--- src/rtl/intersection_pkg.sv ---
// ============================================================================
// Module   : intersection_pkg
// Brief    : Phase encoding, direction encoding and phase-duration lookup
// Revision : 1.0
// ============================================================================
`default_nettype none

package intersection_pkg;

  localparam int unsigned c_PHASE_W = 3;

  localparam logic [2:0] c_AR_A = 3'd0;
  localparam logic [2:0] c_A_G  = 3'd1;
  localparam logic [2:0] c_A_Y  = 3'd2;
  localparam logic [2:0] c_AR_B = 3'd3;
  localparam logic [2:0] c_B_G  = 3'd4;
  localparam logic [2:0] c_B_Y  = 3'd5;
  localparam logic [2:0] c_WALK = 3'd6;

  localparam logic c_DIR_A = 1'b0;
  localparam logic c_DIR_B = 1'b1;

  function automatic int unsigned phase_dur(
    input logic [2:0]  ph,
    input int unsigned green_t,
    input int unsigned yellow_t,
    input int unsigned allred_t,
    input int unsigned walk_t
  );
    case (ph)
      c_A_G, c_B_G: phase_dur = green_t;
      c_A_Y, c_B_Y: phase_dur = yellow_t;
      c_WALK:       phase_dur = walk_t;
      default:      phase_dur = allred_t;
    endcase
  endfunction

endpackage

`default_nettype wire

--- src/rtl/intersection_ctrl_phase_timer.sv ---
// ============================================================================
// Module   : phase_timer
// Brief    : Up-counter with synchronous clear and terminal-count flag
// Revision : 1.0
// ============================================================================
`default_nettype none

module phase_timer #(
  parameter int CNT_W = 8
) (
  input  logic             clk,
  input  logic             rstn,
  input  logic             clr,
  input  logic [CNT_W-1:0] tc_val,
  output logic             term
);

  logic [CNT_W-1:0] r_cnt;

  always_ff @(posedge clk or negedge rstn) begin
    if (!rstn) begin
      r_cnt <= '0;
    end else if (clr) begin
      r_cnt <= '0;
    end else begin
      r_cnt <= r_cnt + 1'b1;
    end
  end

  assign term = (r_cnt == tc_val);

endmodule

`default_nettype wire

--- src/rtl/intersection_ctrl.sv ---
// ============================================================================
// Module   : intersection_ctrl
// Brief    : Two-way intersection sequencer with all-red clearance and WALK
// Revision : 1.0
// ============================================================================
`default_nettype none

module intersection_ctrl
  import intersection_pkg::*;
#(
  parameter int CNT_W    = 8,
  parameter int GREEN_T  = 27,
  parameter int YELLOW_T = 3,
  parameter int ALLRED_T = 2,
  parameter int WALK_T   = 10
) (
  input  logic       clk,
  input  logic       rstn,
  input  logic       ped_req,
  output logic       a_green,
  output logic       a_yellow,
  output logic       a_red,
  output logic       b_green,
  output logic       b_yellow,
  output logic       b_red,
  output logic       walk,
  output logic [2:0] phase
);

  logic [2:0]       r_phase;
  logic             r_next_dir;
  logic             r_ped_pending;

  logic [2:0]       w_next_phase;
  logic             w_next_dir;
  logic             w_req;
  logic             w_term;
  logic             w_enter_walk;
  logic [CNT_W-1:0] w_tc_val;

  // Durations are 1..2^CNT_W, so the terminal count T-1 always fits CNT_W bits.
  assign w_tc_val = CNT_W'(phase_dur(r_phase, GREEN_T, YELLOW_T, ALLRED_T, WALK_T) - 1);

  phase_timer #(
    .CNT_W (CNT_W)
  ) u_phase_timer (
    .clk    (clk),
    .rstn   (rstn),
    .clr    (w_term),
    .tc_val (w_tc_val),
    .term   (w_term)
  );

  assign w_req = r_ped_pending | ped_req;

  always_comb begin
    w_next_phase = r_phase;
    w_next_dir   = r_next_dir;
    if (w_term) begin
      case (r_phase)
        c_AR_A: begin
          if (w_req) begin
            w_next_phase = c_WALK;
            w_next_dir   = c_DIR_A;
          end else begin
            w_next_phase = c_A_G;
          end
        end
        c_A_G: w_next_phase = c_A_Y;
        c_A_Y: w_next_phase = c_AR_B;
        c_AR_B: begin
          if (w_req) begin
            w_next_phase = c_WALK;
            w_next_dir   = c_DIR_B;
          end else begin
            w_next_phase = c_B_G;
          end
        end
        c_B_G: w_next_phase = c_B_Y;
        c_B_Y: w_next_phase = c_AR_A;
        c_WALK: w_next_phase = (r_next_dir == c_DIR_A) ? c_A_G : c_B_G;
        default: w_next_phase = c_AR_A;
      endcase
    end
  end

  assign w_enter_walk = (w_next_phase == c_WALK) && (r_phase != c_WALK);

  always_ff @(posedge clk or negedge rstn) begin
    if (!rstn) begin
      r_phase       <= c_AR_A;
      r_next_dir    <= c_DIR_A;
      r_ped_pending <= 1'b0;
    end else begin
      r_phase    <= w_next_phase;
      r_next_dir <= w_next_dir;
      if (w_enter_walk) begin
        r_ped_pending <= 1'b0;
      end else if (ped_req && (r_phase != c_WALK)) begin
        r_ped_pending <= 1'b1;
      end
    end
  end

  always_comb begin
    a_green  = 1'b0;
    a_yellow = 1'b0;
    a_red    = 1'b1;
    b_green  = 1'b0;
    b_yellow = 1'b0;
    b_red    = 1'b1;
    walk     = 1'b0;
    case (r_phase)
      c_A_G: begin a_green  = 1'b1; a_red = 1'b0; end
      c_A_Y: begin a_yellow = 1'b1; a_red = 1'b0; end
      c_B_G: begin b_green  = 1'b1; b_red = 1'b0; end
      c_B_Y: begin b_yellow = 1'b1; b_red = 1'b0; end
      c_WALK: walk = 1'b1;
      default: ;
    endcase
  end

  assign phase = r_phase;

endmodule

`default_nettype wire

--- config.mk ---
export PLATFORM = sky130hd
export DESIGN_NAME = intersection_ctrl
export DESIGN_NICKNAME = d
export VERILOG_FILES = /design/src/rtl/intersection_pkg.sv /design/src/rtl/intersection_ctrl_phase_timer.sv /design/src/rtl/intersection_ctrl.sv
export SDC_FILE = /design/constraint.sdc
export NUM_CORES = 1
export LEC_CHECK = 0
export CORE_AREA = 2 2 43 45
export DETAILED_ROUTE_END_ITERATION = 8
export DIE_AREA = 0 0 45 47
export GPL_TIMING_DRIVEN = 0
export PLACE_DENSITY = 0.7
export SLEW_MARGIN = 20
export SYNTH_ARGS = -nofsm -noshare
export SYNTH_HDL_FRONTEND = slang
export SYNTH_SLANG_ARGS = --single-unit
--- constraint.sdc ---
create_clock -name clk -period 2.6 [get_ports clk]
set_clock_uncertainty 0.2 [all_clocks]
set_input_delay 0.26 -clock clk [delete_from_list [all_inputs] [get_ports clk]]
set_output_delay 0.26 -clock clk [all_outputs]
set_load 0.02 [all_outputs]
---- Word-level counts from Yosys, hierarchy flattened ----
Index checks and enable logic that the tools add are counted.
storage, ports and cells
  logic and storage cells ................. 47
  output and inout bits ................... 10
  register bits after elaboration ......... 13
  bits of input ports ..................... 3
operators by class
  add/subtract/negate cells ............... 2
  eq/ne operators ......................... 11
  reduce and logical (&&, ||, !) cells .... 10
  multiplexer cells ....................... 19
  bitwise gates (word level) .............. 1
operator list
  operator             number
  $pmux 3 s6           1
  $pmux 5 s3           1
  $eq 3x3->1 const B   4
  $mux 1               11
  $mux 3               3
  $add 8x1->8 const B  1
  $eq 8x8->1           1
  $mux 8               1
  $reduce_or 2->1      4
  $sub 8x1->8 const B  1
  $eq 3x2->1 const B   2
  $ne 2x2->1 const B   2
  $reduce_and 4->1     1
  $reduce_bool 2->1    2
  $eq 3x1->1 const B   1
  $logic_not 3->1      1
  $ne 3x3->1 const B   1
  $logic_and 1x1->1    2
  $mux 2               1
  $pmux 1 s2           1
  $or 1x1->1           1

---- Longest topological paths before layout ----
Gate-level depths: netlist of run 1.
  depth in word-level cells ............... 9
  depth in mapped cells ................... 7
  gate-level depth less buffers ........... 5

---- Modules after synthesis ----
Synthesis of run 1 repeated with hierarchy kept, for this count alone.
second synthesis, totals
  cells, all modules ...................... 91
  area, all modules ....................... 824.5 µm²
by module, submodules not included
  module             sequential area each (µm²)  instances  area each (µm²)  cells each
  phase_timer        200.2                       1          447.9            46
  intersection_ctrl  125.1                       1          376.6            45

---- Worst setup path before layout of run 1 ----
OpenSTA, ideal clock, no wires.
  path kind ............................... register to register
  start ................................... register r_phase[0] (netlist: phase[0])
  end ..................................... register r_phase[2] (netlist: phase[2])
  stages on the path, launching flop included .. 8
  path buffers ............................ 2
  setup time .............................. 90 ps
  period minus slack after synthesis ...... 2,384 ps
  data arrival time ....................... 2,094 ps
  data required time ...................... 2,310 ps
  setup slack ............................. 216 ps
  cell sequence ........................... dfrtp_1 > buf_6 > o21a_1 > or4b_4 > a2111oi_4 > buf_6 > nand4_1 > o221ai_1
between the ends
  longest elaborated chain between the ends .. 6
  elaborated cells between the ends (all ways) .. 14
  those cells by class .................... 1 x add/sub; 7 x eq/ne; 3 x mux; 3 x reduce/logical
ends and longest elaborated chain
  item                                RTL line                             source
  from (decl)                         intersection_ctrl.sv:30              logic [2:0] r_phase;
  from (signal assigned)              intersection_ctrl.sv:91              r_phase <= c_AR_A;
  from (signal assigned)              intersection_ctrl.sv:95              r_phase <= w_next_phase;
  $eq 3x3->1 (tied with other cells)  intersection_pkg.sv:30               case (ph)
  $reduce_or 2->1                     intersection_pkg.sv:30
  $pmux 5 s3                          intersection_pkg.sv:30
  $sub 8x1->8                         intersection_ctrl.sv:42              assign w_tc_val = CNT_W'(phase_dur(r_phase, GREEN_T, YELLOW_T, ALLRED_T, WALK_T) - 1);
  $eq 8x8->1                          intersection_ctrl_phase_timer.sv:30  assign term = (r_cnt == tc_val);
  $mux 3 *                            intersection_ctrl.sv:59              if (w_term) begin
  via w_next_phase[2]                 intersection_ctrl.sv:34              logic [2:0] w_next_phase;
The timed path passes the listed nets; every way through them passes the cells marked *.
A chain may end at the register's enable or synchronous reset.

---- Worst setup path after layout of run 1 ----
  start ................................... register r_phase[2] (netlist: phase[2])
  end ..................................... output port a_red
between the ends
  longest elaborated chain between the ends .. 3
  elaborated cells between the ends (all ways) .. 4
  those cells by class .................... 2 x eq/ne; 1 x mux; 1 x reduce/logical
ends and longest elaborated chain
  item                                      RTL line                  source
  $eq 3x2->1 or $eq 3x1->1 (tied branches)  intersection_ctrl.sv:113  case (r_phase)
  $reduce_or 2->1 (no line) *               --
  $mux 1 *                                  intersection_ctrl.sv:113
  to (decl)                                 intersection_ctrl.sv:22   output logic a_red,
Every way passes the cells marked *; elsewhere a longest branch is shown, timed or not.

==> results of run 1 <==
area by class of cell:
class                      count  area, sq um
sequential                    13          325
clock buffer                   3         22.5
timing repair buffer          12          120
clock inverter                 1         5.00
inverter                       3         11.3
buffer                         5         36.3
tap                           17         21.3
fill                         154          713
multi-input combinational     60          397
routing by layer:
metal,track usage [%],vias up
met3,1.54,2
met5,0,-
met2,24.3,26
met1,25.7,322
li1,-,319
met4,8.82,0
worst register-to-register path, cell delays in order, from the launching register on:
cell	delay, ns
dfrtp_1	0.39
buf_6	0.14
o21a_1	0.18
or4b_4	0.52
a2111oi_4	0.47
a31oi_1	0.14
a311oi_1	0.26
synthesized netlist by cell type:
| cell | number | share of area, % |
|---|---|---|
| nor2_1 | 13 | 6.3 |
| o221ai_1 | 1 | 1.1 |
| and3_1 | 3 | 2.4 |
| nand4_1 | 1 | 0.81 |
| xor2_1 | 4 | 4.5 |
| nand3b_1 | 1 | 0.97 |
| clkbuf_1 | 3 | 1.5 |
| nand2b_1 | 2 | 1.6 |
| or4b_4 | 1 | 1.8 |
| buf_6 | 2 | 2.9 |
| a21oi_1 | 3 | 1.9 |
| nor2b_1 | 1 | 0.81 |
| o21ai_0 | 2 | 1.3 |
| o22ai_1 | 1 | 0.81 |
| a311oi_1 | 1 | 1.1 |
| buf_2 | 1 | 0.65 |
| ha_1 | 1 | 1.6 |
| a211oi_1 | 1 | 0.97 |
| nand3_1 | 7 | 4.5 |
| o21a_1 | 2 | 1.9 |
| inv_1 | 3 | 1.5 |
| xnor2_1 | 4 | 4.5 |
| dfrtp_1 | 13 | 42 |
| o31ai_1 | 1 | 0.97 |
| nor4_1 | 1 | 0.81 |
| and2b_2 | 1 | 1.1 |
| a31oi_1 | 2 | 1.6 |
| a22oi_1 | 1 | 0.97 |
| a211o_1 | 1 | 1.1 |
| a2111oi_4 | 1 | 3.6 |
| nor3_1 | 3 | 1.9 |
metrics by stage:
| step | setup WS [ns] | cells |
|---|---|---|
| after floorplan | 0.216 | 82 |
| after global placement | 0.174 | 111 |
| after detailed placement | 0.143 | 111 |
| after CTS | 0.0585 | 115 |
| after global routing | 0.0235 | 114 |
| final | 0.121 | 114 |
sequential cells by signal, indices dropped and copies added (netlist names):
signal,cells
r_next_dir,1
r_ped_pending,1
u_phase_timer.r_cnt,8
phase,3
cells in the final DEF (no fill, tap or decap), drive strengths merged, types with 4 or more instances in the layout:
master	count
xnor2	4
dfrtp	13
nor2	13
clkbuf	5
clkdlybuf4s50	12
nand3	7
xor2	4
timing repair:
action	in CTS	in global routing
pin swaps	0	1
hold endpoints to repair	0	0
setup endpoints to repair	1	3
gates resized for setup	1	0
power by group:
| part | switching [mW] | internal, mW | leakage (nW) |
|---|---|---|---|
| combinational | 0.338 | 0.295 | 0.210 |
| clock | 0.0750 | 0.0570 | 0.0177 |
| sequential | 0.0959 | 0.276 | 0.157 |
worst max path at each step:
stage,endpoint,slack [ns],cells after the start
floorplan,phase[2]$_DFF_PN0_,0.22,7
global placement,phase[2]$_DFF_PN0_,0.17,7
detailed placement,r_next_dir$_DFFE_PN0P_,0.14,6
CTS,a_red,0.06,5
global route,r_next_dir$_DFFE_PN0P_,0.02,6
finish,a_red,0.12,5
cells by family (layout without fill, tap and decap cells):
kind of cell / Yosys count / in the layout / share of synthesized area, %
AOI/OAI and AO/OA: 17 / 17 / 17.5
DFF: 13 / 13 / 42.1
buffers and inverters: 9 / 24 / 6.48
adders and majority gates: 1 / 1 / 1.62
and+or+nand+nor: 34 / 34 / 23.2
xor gates and xnor gates: 8 / 8 / 9.08
==> impl_metrics.csv, run 1 <==
group,metric,value,unit
sta,slew_headroom,60.6,%
route,viasPerCell,5.87,
route,route.met2.wl,681,um
grt,antenna_found_initial,0,
cells_and_area,drive_above_1_share,11.3,%
clocking,clk_latency,0.28,ns
clocking,clock_path_buffers,2,
sta,setup_viol,0,
grt,grt_pass1_wl,2610,um
setup_path,cp.arrival,2.02,ns
floorplan,io_pins,13,
grt,overflow,0,
route,drtIter0Drc,19,
setup_path,path_buf_inv,3,
hold_path,min_path_type,"in -> async",
route,vias,669,
clocking,cts_hold_buf,0,
setup_path,r2r_end,"r_next_dir$_DFFE_PN0P_",
route,wl,1500,um
clocking,cts_root_buffer,"clkbuf_4",
setup_path,crit_start,"phase[2]$_DFF_PN0_",
route,drc,0,
setup_path,critical_path.cell_chain,"clkbuf_2 -> inv_1 -> and3_1 -> nor2_1 -> clkdlybuf4s50_1",
setup_path,r2r-start,"phase[0]$_DFF_PN0_",
pwr,max-vdd-ir-drop,0.654,mV
clocking,path_clk_slew,0.09,ns
sta,worst_hold_slack,0.146,ns
pwr,leakagePower,0.385,nW
sta,hold_violations,0,
floorplan,fp.dieW,45,um
route,met3_length,83,um
sta,fin_tns_setup,0,ns
sta,worst_pin_slew,0.590,ns
yosys,syn_nets,86,
placed_design,io_buffers,12,
clocking,cts_inserted_buffers,3,
placed_design,placed_area,913,sq um
sta,clock.fmax,403,MHz
sta,drv_slew,0,
route,dr.pass1.iters,4,
setup_path,worstPathMaxFanout,10,
setup_path,cpMaxStageDelayCell,"clkdlybuf4s50_1",
placed_design,hpwl,1050,um
route,post_drt_wl_per_cell,13.2,um
pwr,power_density,1210,mW/mm^2
clocking,cts_sinks,13,
cells_and_area,antenna_cells,0,
sta,layout_min_cycle_time,2.48,ns
setup_path,rrSetupSlack,0.18,ns
yosys,yosys_warnings,0,
flow_run,cap_violations,0,
yosys,yosysSeqAreaShare,42.1,%
floorplan,die_h,47,um
cells_and_area,finalNetCount,102,
sta,grt_setup_unrepaired,"no",
pwr,power,1.14,mW
yosys,yosysUniqueCellTypes,31,
clocking,cts_tree,"done",
route,ant_nets,0,
clocking,postCtsSetupBuffers,0,
outcome,status,"finished clean",
sta,timing.final.crit_share,95.3,%
cells_and_area,area_growth,21.6,%
clocking,htreeDepth,1,
cells_and_area,final_util,56.8,%
setup_path,ff2ff_path_depth,6,
cells_and_area,final_cell_area,938,sq um
placed_design,gp_congestion,0.819,
setup_path,path_delay_family,"buffers and inverters",
route,dr.max_layer_used,"met4",
floorplan,dieArea,0.00212,sq mm
setup_path,cp-start-kind,"flip-flop",
grt,grt_pass1_vias,586,
yosys,synth_seq_cells,13,
yosys,syn_area,772,sq um
floorplan,initial_core_util,46.7,%
yosys,syn_inst,82,
floorplan,rows,15,
setup_path,worst_ep_required_time,2.14,ns
grt,grt_use_total,17.1,%
route,wl_met1,719,um
setup_path,worst_path_largest_cell_delay,0.63,ns
yosys,avgSynthCellArea,9.41,sq um
grt,grt_max_degree,14,
floorplan,core,0.00165,sq mm
setup_path,crit_type,"reg -> out",
setup_path,critPathCaptureType,"output pin",
Note: power is estimated with default switching activity, not from simulation.
==> run 2: changes to the inputs <==
CORE_AREA = 2 2 49 51   (was 2 2 43 45)
DIE_AREA = 0 0 51 53   (was 0 0 45 47)
PLACE_DENSITY = 0.55   (was 0.7)
==> run 2 against run 1 <==
  * Cell count rose by 11%
  * Via count decreased by 1.9%
  * Worst hold slack worse by 0.0014 ns
  * First-iteration DRC count decreased by 58%
  * Sequential share of layout area is 0.86 points lower
  * Clock power is essentially flat
  * Sequential power grew 1%
  * Setup slack gained 0.14 ns
  * Clock-buffer cell count unchanged
  * Largest power group unchanged
==> impl_metrics.csv, run 2 (same netlist as run 1, synthesis figures left out) <==
group,metric,value,unit
outcome,status,"finished clean",
route,ant_nets,0,
sta,fin_tns_setup,0,ns
route,viasPerCell,5.21,
pwr,max-vdd-ir-drop,0.531,mV
cells_and_area,register_area,325,sq um
cells_and_area,regMostFlops,"u_phase_timer.r_cnt",
pwr,leakagePower,0.391,nW
route,post_drt_wl_per_cell,12.9,um
sta,layout_min_cycle_time,2.34,ns
clocking,cts_inserted_buffers,3,
cells_and_area,final_cell_mix,"nor2_1, dfrtp_1, clkdlybuf4s50_1, nand3_1",
floorplan,io_pins,13,
grt,grt_pass1_vias,599,
setup_path,crit_type,"reg -> out",
cells_and_area,drive_above_1_share,12.2,%
cells_and_area,area_growth,24.6,%
route,wl,1630,um
setup_path,cp-endpoint,"a_yellow",
grt,overflow,0,
clocking,clk_latency,0.28,ns
grt,grt_use_total,13.9,%
route,drtIter0Drc,8,
sta,worst_pin_slew,0.591,ns
grt,grt_pass1_wl,2780,um
placed_design,io_buffers,12,
floorplan,dieArea,0.00270,sq mm
clocking,cts_tree,"done",
setup_path,ff2ff_path_depth,8,
sta,grt_setup_unrepaired,"no",
setup_path,worstPathMaxFanout,10,
flow_run,cap_violations,0,
route,vias,656,
clocking,clock_path_buffers,2,
pwr,power_density,1200,mW/mm^2
route,dr.pass1.iters,4,
setup_path,r2r_end,"phase[2]$_DFF_PN0_",
floorplan,die_h,53,um
cells_and_area,antenna_cells,0,
clocking,cts_root_buffer,"clkbuf_4",
clocking,path_clk_slew,0.09,ns
clocking,htreeDepth,1,
floorplan,rows,17,
setup_path,cp.arrival,1.88,ns
grt,grt_max_degree,14,
placed_design,gp_congestion,0.731,
sta,timing.final.crit_share,90.0,%
setup_path,r2r-start,"phase[0]$_DFF_PN0_",
placed_design,hpwl,1150,um
cells_and_area,fill_cells,237,
sta,drv_slew,0,
route,drc,0,
floorplan,fp.dieW,51,um
floorplan,core,0.00215,sq mm
sta,setup_viol,0,
cells_and_area,multiInputGateArea,397,sq um
setup_path,critPathCaptureType,"output pin",
setup_path,crit_start,"phase[2]$_DFF_PN0_",
setup_path,cp-start-kind,"flip-flop",
hold_path,min_path_type,"in -> async",
clocking,cts_sinks,13,
sta,hold_violations,0,
cells_and_area,largest_reg_flops,8,
grt,antenna_found_initial,0,
setup_path,rrSetupSlack,0.27,ns
sta,clock.fmax,427,MHz
clocking,cts_hold_buf,0,
setup_path,worst_ep_required_time,2.14,ns
cells_and_area,final_util,44.8,%
cells_and_area,finalNetCount,103,
floorplan,initial_core_util,35.9,%
sta,slew_headroom,60.5,%
==> run 2: cell count changes in the layout (fill, tap and decap cells not counted), sizes merged <==
| cell | before | now |
|---|---|---|
| clkdlybuf4s50 | 12 | 11 |
| dlymetal6s2s | 0 | 1 |
| buf | 3 | 4 |
==> run 2: area by class of cell <==
type | instances | share of cell area (%)
buffer | 5 | 3.77
clock buffer | 3 | 2.34
clock inverter | 1 | 0.520
inverter | 3 | 1.17
multi-input combinational | 60 | 41.2
sequential | 13 | 33.8
tap | 28 | 3.64
timing repair buffer | 13 | 13.5
==> run 2: worst min-delay path by stage <==
stage / from / depth (start not counted) / end / slack (ns)
final: rstn / 1 / u_phase_timer.r_cnt[2]$_DFF_PN0_ / 0.14
after global routing: rstn / 1 / u_phase_timer.r_cnt[2]$_DFF_PN0_ / 0.18
after CTS: rstn / 1 / u_phase_timer.r_cnt[2]$_DFF_PN0_ / 0.16
after detailed placement: u_phase_timer.r_cnt[7]$_DFF_PN0_ / 1 / u_phase_timer.r_cnt[7]$_DFF_PN0_ / 0.27
after global placement: u_phase_timer.r_cnt[7]$_DFF_PN0_ / 1 / u_phase_timer.r_cnt[7]$_DFF_PN0_ / 0.27
after floorplan: rstn / 0 / phase[0]$_DFF_PN0_ / -0.24
==> run 2: layer usage <==
| layer | GRT usage (%) | wire length [um] |
|---|---|---|
| met1 | 19.9 | 845 |
| met2 | 20.6 | 721 |
| met5 | 0 | 0 |
| met4 | 8.11 | 29 |
| met3 | 0.847 | 34 |
==> run 2: critical path: stages, from the launching register on <==
cell and delay, ns:
dfrtp_1 0.44, clkbuf_2 0.21, inv_1 0.14, and3_1 0.20, clkdlybuf4s50_1 0.61
==> run 2: timing repair <==
action,in CTS,in global routing
pin swaps,0,1
resized for setup,1,1
buffers inserted,0,1
setup endpoints to repair,1,2
cloned,0,0
==> run 2: power breakdown <==
part	switching [mW]	internal, mW
combinational	0.344	0.300
clock	0.0744	0.0571
sequential	0.0997	0.276
total	0.518	0.633
==> run 2: per-stage QoR <==
step | area, sq um | hold WS, ns | worst slack (ns) | power (mW) | std cells
3_3_place_gp | 927 | 0.271 | 0.144 | 1.01 | 122
2_1_floorplan | 772 | -0.236 | 0.216 | 0.815 | 82
6_report | 962 | 0.144 | 0.259 | 1.15 | 126
4_1_cts | 956 | 0.161 | 0.0306 | 1.16 | 126
5_1_grt | 962 | 0.179 | 0.102 | 1.25 | 126
3_5_place_dp | 927 | 0.273 | 0.144 | 1.02 | 122
